`src/rtl/counter_modulo_down.sv`:
```
// Modulo-N down counter with clamped parallel load, terminal count for cascading,
// a registered borrow pulse on each wrap and a saturating 16-bit wrap counter.
module counter_modulo_down #(
  parameter int unsigned MODULO = 7,
  parameter int          WIDTH  = $clog2(MODULO)
) (
  input  logic             clk,
  input  logic             rst,
  input  logic             ce,
  input  logic             load,
  input  logic [WIDTH-1:0] din,
  output logic [WIDTH-1:0] out,
  output logic             zero,
  output logic             tc,
  output logic             borrow,
  output logic [15:0]      wraps
);

  if (MODULO < 2 || MODULO > 65536) begin : g_bad_modulo
    $error("counter_modulo_down: MODULO must be in 2..65536");
  end

  localparam logic [WIDTH-1:0] MAX_COUNT = WIDTH'(MODULO - 1);
  localparam logic [15:0]      WRAPS_SAT = 16'hFFFF;

  logic [WIDTH-1:0] load_val;
  logic             wrap;

  // Out-of-range load values clamp to the top of the range so the count never leaves 0..MODULO-1.
  assign load_val = (32'(din) < MODULO) ? din : MAX_COUNT;

  assign zero = (out == '0);
  assign tc   = zero && ce && !load;
  assign wrap = tc;

  always_ff @(posedge clk) begin
    // NOTE: all state uses non-blocking assignments so every register samples pre-edge values.
    if (rst) begin
      out    <= MAX_COUNT;
      borrow <= 1'b0;
      wraps  <= '0;
    end else begin
      borrow <= wrap;
      if (load) begin
        out <= load_val;
      end else if (ce) begin
        out <= zero ? MAX_COUNT : out - WIDTH'(1);
      end
      if (wrap && (wraps != WRAPS_SAT)) begin
        wraps <= wraps + 16'd1;
      end
    end
  end

endmodule

```
`config.mk`:
```
export PLATFORM = sky130hd
export DESIGN_NAME = counter_modulo_down
export DESIGN_NICKNAME = d
export VERILOG_FILES = /design/src/rtl/counter_modulo_down.sv
export SDC_FILE = /design/constraint.sdc
export NUM_CORES = 1
export LEC_CHECK = 0
export BUFFER_PORTS_ARGS = -buffer_cell sky130_fd_sc_hd__buf_2
export CORE_ASPECT_RATIO = 1.5
export CORE_UTILIZATION = 30
export CTS_CLUSTER_SIZE = 12
export DETAILED_ROUTE_END_ITERATION = 8
export GPL_TIMING_DRIVEN = 0
export SKIP_CTS_REPAIR_TIMING = 1
export SLEW_MARGIN = 10
export SYNTH_ARGS = -nofsm -noshare
export SYNTH_HDL_FRONTEND = slang
export SYNTH_SLANG_ARGS = --single-unit
```
`constraint.sdc`:
```
create_clock -name clk -period 2.55 [get_ports clk]
set_input_delay 0.1275 -clock clk [delete_from_list [all_inputs] [get_ports clk]]
set_output_delay 0.1275 -clock clk [all_outputs]
set_load 0.01 [all_outputs]
```
## Word level (Yosys, flattened, before mapping)

Index checks and enable logic that the tools add are counted.

- Bits in registers: 20
- Input bits: 7
- Output and inout bits: 22
- Word-level logic and storage cells: 17

- $add $sub $neg: 2
- $lt $le $gt $ge: 1
- Eq/ne operators: 1
- Mux-type cells: 4
- Reduce and logical (&&, ||, !) cells: 6

Operator list:

| cell | count |
|---|---|
| 16-bit by 1-bit adder with 16-bit output (second input constant) | 1 |
| 16-bit inequality test (second input constant) | 1 |
| 3-bit two-way mux | 4 |
| 1-bit logical AND | 3 |
| 3-bit zero test | 1 |
| 3-bit < comparator (second input constant) | 1 |
| 3-bit by 1-bit subtractor with 3-bit output (second input constant) | 1 |
| 2-bit nonzero test | 1 |
| 1-bit zero test | 1 |

## Depth between registers and ports, before layout

Gate-level depths: netlist (run 1).

- Depth in word-level cells: 4
- Depth in mapped cells: 7

## Worst setup path after synthesis (run 1)

No wires, ideal clock.

- Path kind: flip-flop to flip-flop
- Start point: register out[0]
- End point: register wraps[13]
- Arrival time: 1.646 ns
- Data required time: 2.427 ns
- Path slack: 0.781 ns
- Stages on the path, launching flop included: 8
- Path buffers: 0
- Clock period less this slack: 1.769 ns
- Cells stage by stage: dfxtp_1 inv_1 ha_1 nand4bb_4 inv_6 nand3_4 nor4b_1 mux2_1

- Word-level cells in the longest chain between the ends: 4

RTL lines:

| what | line | RTL |
|---|---|---|
| from (decl) | 12 | `output logic [WIDTH-1:0] out,` |
| from (signal assigned) | 45 | `out <= load_val;` |
| from (signal assigned) | 47 | `out <= zero ? MAX_COUNT : out - WIDTH'(1);` |
| 3-bit zero test | 32 | `assign zero = (out == '0);` |
| 1-bit logical AND (2 in a row) | 33 | `assign tc = zero && ce && !load;` |
| net tc | 14 | `output logic tc,` |
| 1-bit logical AND | 49 | `if (wrap && (wraps != WRAPS_SAT)) begin` |
| to (signal assigned) | 50 | `wraps <= wraps + 16'd1;` |
| to (decl) | 16 | `output logic [15:0] wraps` |

The timed path passes the listed nets, and every way through them passes these cells.
A chain may end at the register's enable or synchronous reset.

## Worst setup path after layout (run 1)

- Start point: register out[0]
- End point: register wraps[13]

- Word-level cells in the longest chain between the ends: 4

RTL lines:

| what | line |
|---|---|
| 3-bit zero test | 32 |
| 1-bit logical AND (2 in a row) | 33 |
| 1-bit logical AND | 49 |

No other way between the ends.

==> results.tsv, run 1 <==
metric	value	unit
outcome	finished, final reports clean	
worst skew pair latency	260	ps
TNS Setup	0	ps
I/O pin count	29	
Detail Route Antenna Nets	0	
starting density of the core	31.4	%
clock share of power	36.7	%
Overall Power	0.000576	W
pre-CTS setup slack	579	ps
number of distinct library cell variants in the gate-level netlist after synthesis	39	
largest cells by area after synthesis	sky130_fd_sc_hd__dfxtp_1 37%, sky130_fd_sc_hd__nor3_1 4.7%, sky130_fd_sc_hd__a21oi_1 4.2%	
via-per-instance ratio	5.52	
Finish-stage setup viols	0	
combined buffer and inverter count along the critical path	2	
biggest fanout along the worst timing path	9	
clock buffer depth	2	
final core utilization	38.2	%
highest clock rate	0.518	GHz
number of buffers added by the clock tree synthesis step	3	
Die Width	50.8	um
weighted congestion reported at the end of routability-driven placement	0.825	
GR Overflow Total	0	
most frequent cell after synthesis	sky130_fd_sc_hd__dfxtp_1	
clk slew on worst S/H paths	70	ps
area share of the largest cell type after synthesis	37.3	%
critical path required time	2700	ps
number of filler instances in the final layout	379	
Final Slew Violations	0	
vias in the first global route	1024	
number of synthesized flops with an enable pin	0	
final hold violation count	0	
area of the die	3820	um^2
Synthesized Nets	133	
Ant. Diodes	0	
type of the setup path with the least slack	reg -> reg	
Detailed Routing Iterations Pass 1	4	
Static Leak	0.499	nW
most frequent cells after synthesis	20 x sky130_fd_sc_hd__dfxtp_1, 11 x sky130_fd_sc_hd__nor2_1, 10 x sky130_fd_sc_hd__nor3_1	
Crit path largest cell delay	350	ps
tightest slew margin relative to the limit	63.0	%
Worst-Margin Slew	551	ps
min-delay worst type	in -> reg	
worst path setup slack after routing	618	ps
Core Rows	26	
Critical Path Sink Type	flip-flop	
Max H-tree Level	1	
critical path's top delay family	simple AND/OR/NAND/NOR gates	
number of instances in the synthesized netlist	123	
ordered cell list for the critical path	inv_1 > ha_1 > nand4bb_4 > inv_6 > nand3_4 > nor4b_1 > mux2_1	
ratio of cells with drive above 1 in the final layout	25.3	%
DRC	0	
total number of clock tree sinks	20	
flip-flop and latch count after synthesis	20	
proportion of power drawn by flip-flops and latches	55.5	%
initial antenna violation count	0	
combinational share of power	7.7	%
critical path startpoint category	flip-flop	
post-synthesis async set-or-reset flop share	0	%
pin count of the biggest net entering global routing	11	
detailed-route wire length per cell	13.1	um
via count	1082	
number of warnings issued by yosys	0	
Worst Hold Margin	83.6	ps
PwrDens	441	nW/um^2
switching share of power	23.3	%
setup repair after global routing missed its margin	false	
netlist area before placement	1070	um^2
cell accounting for the most synthesized area	sky130_fd_sc_hd__dfxtp_1	
net switching power	0.000134	W
Placeable Area	3420	um^2
first-pass GRT wire length	4360	um
leading register cell type out of synthesis	sky130_fd_sc_hd__dfxtp_1	
clock tree root driver cell	sky130_fd_sc_hd__clkbuf_8	
Post-Route Skew	2.20	ps
area delta synth->final	21.8	%
Port Buffers	28	
maximum capacitance violations	0	
slowest cell on the critical path	sky130_fd_sc_hd__mux2_1	
Avg Inst Size Synth	8.72	um^2
part of the Yosys area used for sequential elements	37.3	%
design internal power	0.000441	W
fin crit period	1930	ps
TritonCTS clock tree	done	
Final #Nets	166	
drt first-iter violations	34	
data arrival time at the worst-slack endpoint	2080	ps
HPWL Detailed	1930	um
worst-case vdd ir drop	239	uV
sum of routed wire length over all layers	2570	um
worst setup slack for register-to-register paths	620	ps
Die Ht	75.2	um
all-layer global routing usage	14.9	%
post-route clock period utilization	75.8	%
-- logic make-up (layout without fill, tap and decap cells) --
group | after synthesis | count (layout) | share of synthesized area [%]
buf+inv | 9 | 40 | 3.97
simple gates | 61 | 61 | 36.1
fa+ha+maj | 3 | 3 | 3.50
compound gates | 28 | 28 | 17.2
mux | 2 | 2 | 1.98
flops | 20 | 20 | 37.3
-- power by group through the flow --
stage | Clock [W] | Combinational [W] | Sequential, W
2_1_floorplan | 0 | 0.0000245 | 0.000329
3_3_place_gp | 0 | 0.0000440 | 0.000327
3_5_place_dp | 0 | 0.0000448 | 0.000327
4_1_cts | 0.000219 | 0.0000450 | 0.000320
5_1_grt | 0.000232 | 0.0000493 | 0.000320
6_report | 0.000211 | 0.0000446 | 0.000320
-- routing by layer --
| metal | GRT usage (%) | up-vias | part of all wire, % |
|---|---|---|---|
| li1 | - | 533 | - |
| met1 | 16.0 | 512 | 43 |
| met2 | 27.4 | 32 | 51 |
| met3 | 2.02 | 5 | 4.6 |
| met4 | 8.95 | 0 | 1.6 |
| met5 | 0 | - | 0 |
-- final cells by class --
type | count | area, um^2 | area share [%]
Buffer | 4 | 18.8 | 1.44
Clock buffer | 3 | 41.3 | 3.16
Inverter | 5 | 23.8 | 1.82
Multi-Input combinational cell | 94 | 629 | 48.2
Sequential cell | 20 | 400 | 30.7
Tap cell | 42 | 52.6 | 4.02
Timing Repair Buffer | 28 | 140 | 10.7
-- path summary, 6_finish.rpt --
check	startpoint	endpoint	cells past startpoint
max	out[0]	wraps[13]	7
max reg2reg	out[0]	wraps[13]	7
min	din[2]	out[2]	2
min reg2reg	wraps[11]	wraps[11]	2
-- worst register-to-register path: stages (launching register included) --
cell and delay (ps):
sky130_fd_sc_hd__dfxtp_1 320, sky130_fd_sc_hd__inv_1 110, sky130_fd_sc_hd__ha_1 250, sky130_fd_sc_hd__nand4bb_4 200, sky130_fd_sc_hd__inv_6 150, sky130_fd_sc_hd__nand3_4 110
sky130_fd_sc_hd__nor4b_1 340, sky130_fd_sc_hd__mux2_1 350
-- placed cells by master (no fill, tap or decap), types with 5 or more instances in the layout --
cell,instances
sky130_fd_sc_hd__buf_2,28
sky130_fd_sc_hd__dfxtp_1,20
sky130_fd_sc_hd__nor2_1,11
sky130_fd_sc_hd__nor3_1,10
sky130_fd_sc_hd__a21oi_1,9
sky130_fd_sc_hd__nand2_1,7
sky130_fd_sc_hd__nand4_1,5
sky130_fd_sc_hd__or3_1,5
-- state kept, by name (all words and copies together), names as in the netlist --
signal / flops
wraps: 16
borrow: 1
out: 3
-- through the flow --
stage          std cells  cell area [um^2]
6_report             196              1310
5_1_grt              196              1310
4_1_cts              196              1310
3_5_place_dp         193              1260
3_3_place_gp         193              1260
2_1_floorplan        123              1070
Note: power is estimated with default switching activity, not from simulation.
==> inputs of run 2 (changes only) <==
- ABC_AREA: not set -> 1
- clock period: 2.55 -> 1.9 ns (I/O delays scaled with it)
==> run 2 against run 1 <==
  * Maximum frequency up 25%
  * Flip-flop and latch count did not move
  * Largest cell class unchanged
  * Highest routed layer unchanged
  * Global-route usage up 0.23 points
==> results.tsv, run 2 <==
metric	value	unit	change
setup repair after global routing missed its margin	false		
number of instances in the synthesized netlist	183		+49%
slowest cell on the critical path	sky130_fd_sc_hd__dfxtp_1		
fin crit period	1550	ps	-382 ps
Crit path largest cell delay	410	ps	+60 ps
worst setup slack for register-to-register paths	350	ps	-270 ps
number of warnings issued by yosys	0		unchanged
ratio of cells with drive above 1 in the final layout	20.6	%	-4.8 points
sum of routed wire length over all layers	2820	um	+9.8%
clock share of power	36.6	%	about the same
r2r worst-path depth	7		unchanged
Overall Power	0.000782	W	+36%
Avg Inst Size Synth	6.52	um^2	-25%
Static Leak	0.633	nW	+27%
combinational share of power	8.6	%	+0.9 points
vias in the first global route	1104		+7.8%
area delta synth->final	19.7	%	
total number of clock tree sinks	20		unchanged
Core Rows	27		+3.8%
type of the setup path with the least slack	reg -> reg		
fraction of met3 tracks used by global routing	2.30	%	+0.28 points
clock buffer depth	2		unchanged
most frequent cells in the layout	43 x sky130_fd_sc_hd__nand2_1, 37 x sky130_fd_sc_hd__nor2_1, 28 x sky130_fd_sc_hd__buf_2		
GR Overflow Total	0		unchanged
Synthesized Nets	193		+45%
area share of the largest cell type after synthesis	33.6	%	-3.8 points
register containing the most flip-flops in the final layout	wraps		
design internal power	0.000593	W	+34%
Ant. Diodes	0		unchanged
via-per-instance ratio	4.89		-11%
Critical Path Sink Type	flip-flop		
area of the die	4240	um^2	+11%
most frequent cell after synthesis	sky130_fd_sc_hd__nand2_1		
initial antenna violation count	0		unchanged
Worst-Margin Slew	247	ps	-304 ps
flip-flop and latch count after synthesis	20		unchanged
TNS Setup	0	ps	unchanged
part of the Yosys area used for sequential elements	33.6	%	-3.8 points
met1 global-route usage	16.8	%	+0.76 points
terminating pin of the worst hold path	out[1]		
instance count along the most critical hold path	3		+1
Die Width	53.5	um	+5.2%
clk slew on worst S/H paths	80	ps	about the same
biggest fanout along the worst timing path	10		+1
clock tree root driver cell	sky130_fd_sc_hd__clkbuf_8		
net switching power	0.000189	W	+41%
first-pass GRT wire length	4720	um	+8.2%
Critical R2R Launch	wraps[0]		
largest cells by area after synthesis	sky130_fd_sc_hd__dfxtp_1 34%, sky130_fd_sc_hd__nand2_1 14%, sky130_fd_sc_hd__nor2_1 12%		
Placeable Area	3750	um^2	+9.8%
DRC	0		unchanged
switching share of power	24.2	%	+0.87 points
data arrival time at the worst-slack endpoint	1710	ps	-370 ps
flip-flop count of the largest register, all copies and words added	16		unchanged
I/O pin count	29		unchanged
via count	1257		+16%
starting density of the core	31.8	%	+0.41 points
cell accounting for the most synthesized area	sky130_fd_sc_hd__dfxtp_1		
Final Slew Violations	0		unchanged
number of buffers added by the clock tree synthesis step	3		unchanged
largest registers in the final layout	wraps x16, out x3, borrow x1		
worst skew pair latency	260	ps	about the same
most frequent cells after synthesis	43 x sky130_fd_sc_hd__nand2_1, 37 x sky130_fd_sc_hd__nor2_1, 25 x sky130_fd_sc_hd__nand3_1		
RR Endpoint	wraps[9]		
Finish-stage setup viols	0		unchanged
netlist area before placement	1190	um^2	+11%
min-delay worst type	in -> reg		
critical path startpoint category	flip-flop		
weighted congestion reported at the end of routability-driven placement	0.799		-3.1%
drt first-iter violations	22		-35%
Die Ht	79.2	um	+5.3%
proportion of power drawn by flip-flops and latches	54.8	%	-0.7 points
M2 GR Usage	26.4	%	-1.0 points
all-layer global routing usage	15.1	%	+0.23 points
Detailed Routing Iterations Pass 1	4		unchanged
most common cell after layout, fill and taps aside	sky130_fd_sc_hd__nand2_1		
Port Buffers	28		unchanged
number of synthesized flops with an enable pin	0		unchanged
final hold violation count	0		unchanged
combined buffer and inverter count along the critical path	2		unchanged
critical path required time	2060	ps	-640 ps
ordered cell list for the critical path	ha_1 > inv_1 > nor2_4 > nand4_4 > buf_6 > a21oi_1 > nor2_1		
min-delay src	din[1]		
post-synthesis async set-or-reset flop share	0	%	unchanged
Max H-tree Level	1		unchanged
post-route clock period utilization	81.6	%	+5.8 points
TritonCTS clock tree	done		
tightest slew margin relative to the limit	83.4	%	+20 points
layer carrying the most global-route usage	met2		
outcome	finished, final reports clean		
detailed-route wire length per cell	11.0	um	-16%
leading register cell type out of synthesis	sky130_fd_sc_hd__dfxtp_1		
Final #Nets	226		+36%
PwrDens	548	nW/um^2	+24%
Post-Route Skew	6.24	ps	+4.04 ps
pin count of the biggest net entering global routing	11		unchanged
HPWL Detailed	2150	um	+11%
critical path's top delay family	simple AND/OR/NAND/NOR gates		
Detail Route Antenna Nets	0		unchanged
number of distinct library cell variants in the gate-level netlist after synthesis	21		-46%
highest clock rate	0.645	GHz	+25%
worst-case vdd ir drop	334	uV	+40%
maximum capacitance violations	0		unchanged
==> run 2: changes by cell type after synthesis, moves of 3 or more <==
cell / delta
sky130_fd_sc_hd__a21oi_1: +4
sky130_fd_sc_hd__nor3_1: -9
sky130_fd_sc_hd__or3_1: -5
sky130_fd_sc_hd__nand3_1: +22
sky130_fd_sc_hd__nor2_1: +26
sky130_fd_sc_hd__o31ai_1: -3
sky130_fd_sc_hd__nand4_1: -4
sky130_fd_sc_hd__nand2_1: +36
sky130_fd_sc_hd__nor2_4: +5
sky130_fd_sc_hd__o21ai_0: -3
sky130_fd_sc_hd__inv_1: +18
sky130_fd_sc_hd__a211oi_1: -3
sky130_fd_sc_hd__or4_1: -4
==> run 2: through the flow <==
| stage | instances | setup slack (ps) | util, % | instance area (um^2) | hold WS, ps |
|---|---|---|---|---|---|
| detailed placement | 254 | 360 | 37.0 | 1390 | 346 |
| CTS | 257 | 348 | 38.1 | 1430 | 59.9 |
| finish | 257 | 350 | 38.1 | 1430 | 62.4 |
| global route | 257 | 201 | 38.1 | 1430 | 78.5 |
| global placement | 254 | 363 | 37.0 | 1390 | 344 |
| floorplan | 183 | 457 | - | 1190 | 162 |
==> run 2: final cells by class <==
cell class | instances | area (um^2)
clock buffer | 3 | 41.3
inverter | 22 | 82.6
sequential | 20 | 400
fill | 435 | 2320
timing repair buffer | 28 | 140
tap | 43 | 53.8
buffer | 3 | 30.0
multi-input combinational | 138 | 679
==> run 2: cell families (layout without fill, tap and decap cells) <==
kind of cell	Yosys count	count (layout)	synth area share, %
adder cells (fa/ha/maj)	3	3	3.15
buffers and inverters	25	56	9.44
flip-flops	20	20	33.6
AO/OA/AOI/OAI	19	19	9.13
AND/OR/NAND/NOR	116	116	44.7
==> run 2: worst register-to-register path, stage by stage (launching register included) <==
cell                      delay [ps]
sky130_fd_sc_hd__dfxtp_1         410
sky130_fd_sc_hd__ha_1            190
sky130_fd_sc_hd__inv_1            70
sky130_fd_sc_hd__nor2_4          180
sky130_fd_sc_hd__nand4_4         200
sky130_fd_sc_hd__buf_6           200
sky130_fd_sc_hd__a21oi_1         140
sky130_fd_sc_hd__nor2_1           50
==> run 2: how the worst max path moves through the flow <==
stage             start        end  slack [ps]  depth (start not counted)
2_1_floorplan  wraps[0]  wraps[13]         460                          7
3_3_place_gp   wraps[0]  wraps[13]         360                          7
3_5_place_dp   wraps[0]  wraps[13]         360                          7
4_1_cts        wraps[0]  wraps[13]         350                          7
5_1_grt        wraps[0]   wraps[9]         200                          7
6_report       wraps[0]   wraps[9]         350                          7
==> run 2: layer usage <==
layer | share of wire (%) | vias up
met5 | 0 | -
met4 | 2.3 | 0
met3 | 3.2 | 5
met2 | 51 | 21
met1 | 44 | 576
li1 | - | 655
==> run 2: power groups by stage <==
| stage | combinational (W) | sequential (W) | clock [W] |
|---|---|---|---|
| after CTS | 0.0000682 | 0.000429 | 0.000301 |
| after floorplan | 0.0000387 | 0.000442 | 0 |
| final | 0.0000672 | 0.000429 | 0.000286 |
| after global routing | 0.0000774 | 0.000430 | 0.000314 |
| after global placement | 0.0000670 | 0.000439 | 0 |
| after detailed placement | 0.0000681 | 0.000439 | 0 |
==> inputs of run 3 (changes only) <==
- clock period: 1.9 -> 1.5 ns (I/O delays scaled with it)
==> run 3 against run 2 <==
  * Register-to-register slack worse by 270 ps
  * Flip-flop and latch count stayed put
  * Core utilization up 2.7 points
  * Worst setup slack worse by 300 ps
  * Critical path type is now reg -> out
  * Critical endpoint is now tc
==> results.tsv, run 3 (synthesized netlist as in run 2, its figures left out) <==
metric	value	unit	change
weighted congestion reported at the end of routability-driven placement	0.799		unchanged
DRC	0		unchanged
data arrival time at the worst-slack endpoint	1370	ps	-340 ps
critical path startpoint category	flip-flop		
clock tree root driver cell	sky130_fd_sc_hd__clkbuf_8		
I/O pin count	29		unchanged
HPWL Detailed	2150	um	unchanged
most common cell after layout, fill and taps aside	sky130_fd_sc_hd__nand2_1		
register containing the most flip-flops in the final layout	wraps		
Critical path origin	out[0]		
worst skew pair latency	260	ps	about the same
largest registers in the final layout	wraps x16, out x3, borrow x1		
post-route clock period utilization	96.4	%	
Post-Route Skew	5.27	ps	-0.970 ps
TNS Setup	0	ps	unchanged
Detailed Routing Iterations Pass 1	4		unchanged
Final #Nets	232		+2.7%
non-filler cells, final	263		+2.3%
via-per-instance ratio	4.92		+0.52%
M2 GR Usage	26.4	%	unchanged
pin count of the biggest net entering global routing	11		unchanged
Critical R2R Launch	wraps[5]		
clk slew on worst S/H paths	70	ps	about the same
Detail Route Antenna Nets	0		unchanged
all-layer global routing usage	15.1	%	unchanged
TritonCTS clock tree	done		
Max H-tree Level	1		unchanged
Placeable Area	3750	um^2	unchanged
most frequent cells in the layout	41 x sky130_fd_sc_hd__nand2_1, 32 x sky130_fd_sc_hd__nor2_1, 28 x sky130_fd_sc_hd__buf_2		
clock buffer depth	2		unchanged
Static Leak	0.685	nW	+8.2%
GR Overflow Total	0		unchanged
min-delay src	din[1]		
fin crit period	1450	ps	
Finish-stage setup viols	0		unchanged
sum of routed wire length over all layers	2930	um	+3.6%
pre-CTS setup slack	-39.7	ps	-400 ps
Ant. Diodes	0		unchanged
met1 global-route usage	16.8	%	unchanged
ordered cell list for the critical path	inv_2 > ha_2 > nand2_2 > nor2_4 > buf_6 > buf_2		
Core Rows	27		unchanged
Critical Path Sink Type	primary output		
placed cells	254		unchanged
number of filler instances in the final layout	418		-3.9%
area of the die	4240	um^2	unchanged
critical path required time	1420	ps	-640 ps
via count	1293		+2.9%
initial antenna violation count	0		unchanged
Die Ht	79.2	um	unchanged
worst-case vdd ir drop	417	uV	+25%
min-delay worst type	in -> reg		
vias in the first global route	1104		unchanged
layer carrying the most global-route usage	met2		
critical path's top delay family	flip-flops		
first-pass GRT wire length	4720	um	unchanged
PwrDens	648	nW/um^2	+18%
Worst-Margin Slew	279	ps	+32.1 ps
worst path setup slack after routing	54.4	ps	-296 ps
flip-flop count of the largest register, all copies and words added	16		unchanged
Overall Power	0.000991	W	+27%
Worst Hold Margin	43.9	ps	-18.6 ps
number of buffers added by the clock tree synthesis step	3		unchanged
area of combinational cells with multiple inputs	728	um^2	+7.2%
area delta synth->final	28.3	%	
Final Slew Violations	0		unchanged
Crit path largest cell delay	330	ps	-80 ps
biggest fanout along the worst timing path	5		-5
type of the setup path with the least slack	reg -> out		
slowest cell on the critical path	sky130_fd_sc_hd__dfxtp_1		
Die Width	53.5	um	unchanged
Sequential cell area	405	um^2	+1.3%
starting density of the core	31.8	%	unchanged
Port Buffers	28		unchanged
detailed-route wire length per cell	11.1	um	+1.2%
highest clock rate	0.692	GHz	
ratio of cells with drive above 1 in the final layout	29.5	%	+9.0 points
total number of clock tree sinks	20		unchanged
maximum capacitance violations	0		unchanged
tightest slew margin relative to the limit	81.4	%	-2.1 points
final hold violation count	0		unchanged
fraction of met3 tracks used by global routing	2.30	%	unchanged
outcome	finished, final reports clean		
drt first-iter violations	26		+18%
combined buffer and inverter count along the critical path	3		+1
run 3: layout make-up:
cell class | instances | share of cell area (%)
Inverter | 22 | 5.40
Buffer | 3 | 1.96
Multi-Input combinational cell | 138 | 47.6
Sequential cell | 20 | 26.5
Clock buffer | 3 | 2.70
Tap cell | 43 | 3.52
Timing Repair Buffer | 34 | 12.3
run 3: stage by stage:
stage          instance area, um^2  utilization, %
2_1_floorplan                 1190               -
3_3_place_gp                  1390            37.0
3_5_place_dp                  1390            37.0
4_1_cts                       1430            38.1
5_1_grt                       1530            40.8
6_report                      1530            40.8
run 3: routing by layer:
metal / vias to the layer above / part of all wire [%]
met3: 6 / 3.7
met5: - / 0
met4: 0 / 2.5
met2: 29 / 51
li1: 661 / -
met1: 597 / 42
run 3: worst paths after layout:
path              slack, ps   endpoint  cells after the start
setup / recovery         50         tc                      6
hold / removal           40     out[1]                      3
setup reg to reg         80  wraps[11]                      6
hold reg to reg         500   wraps[1]                      2
run 3: tightest hold or removal path: stages:
cell                       delay (ps)
sky130_fd_sc_hd__buf_2             90
sky130_fd_sc_hd__a21oi_1           60
sky130_fd_sc_hd__o221ai_1          60
run 3: where the power goes:
| part | switching [W] | internal [W] |
|---|---|---|
| Sequential | 0.00000535 | 0.000537 |
| Combinational | 0.0000546 | 0.0000352 |
| Clock | 0.000179 | 0.000179 |
| Total | 0.000239 | 0.000752 |
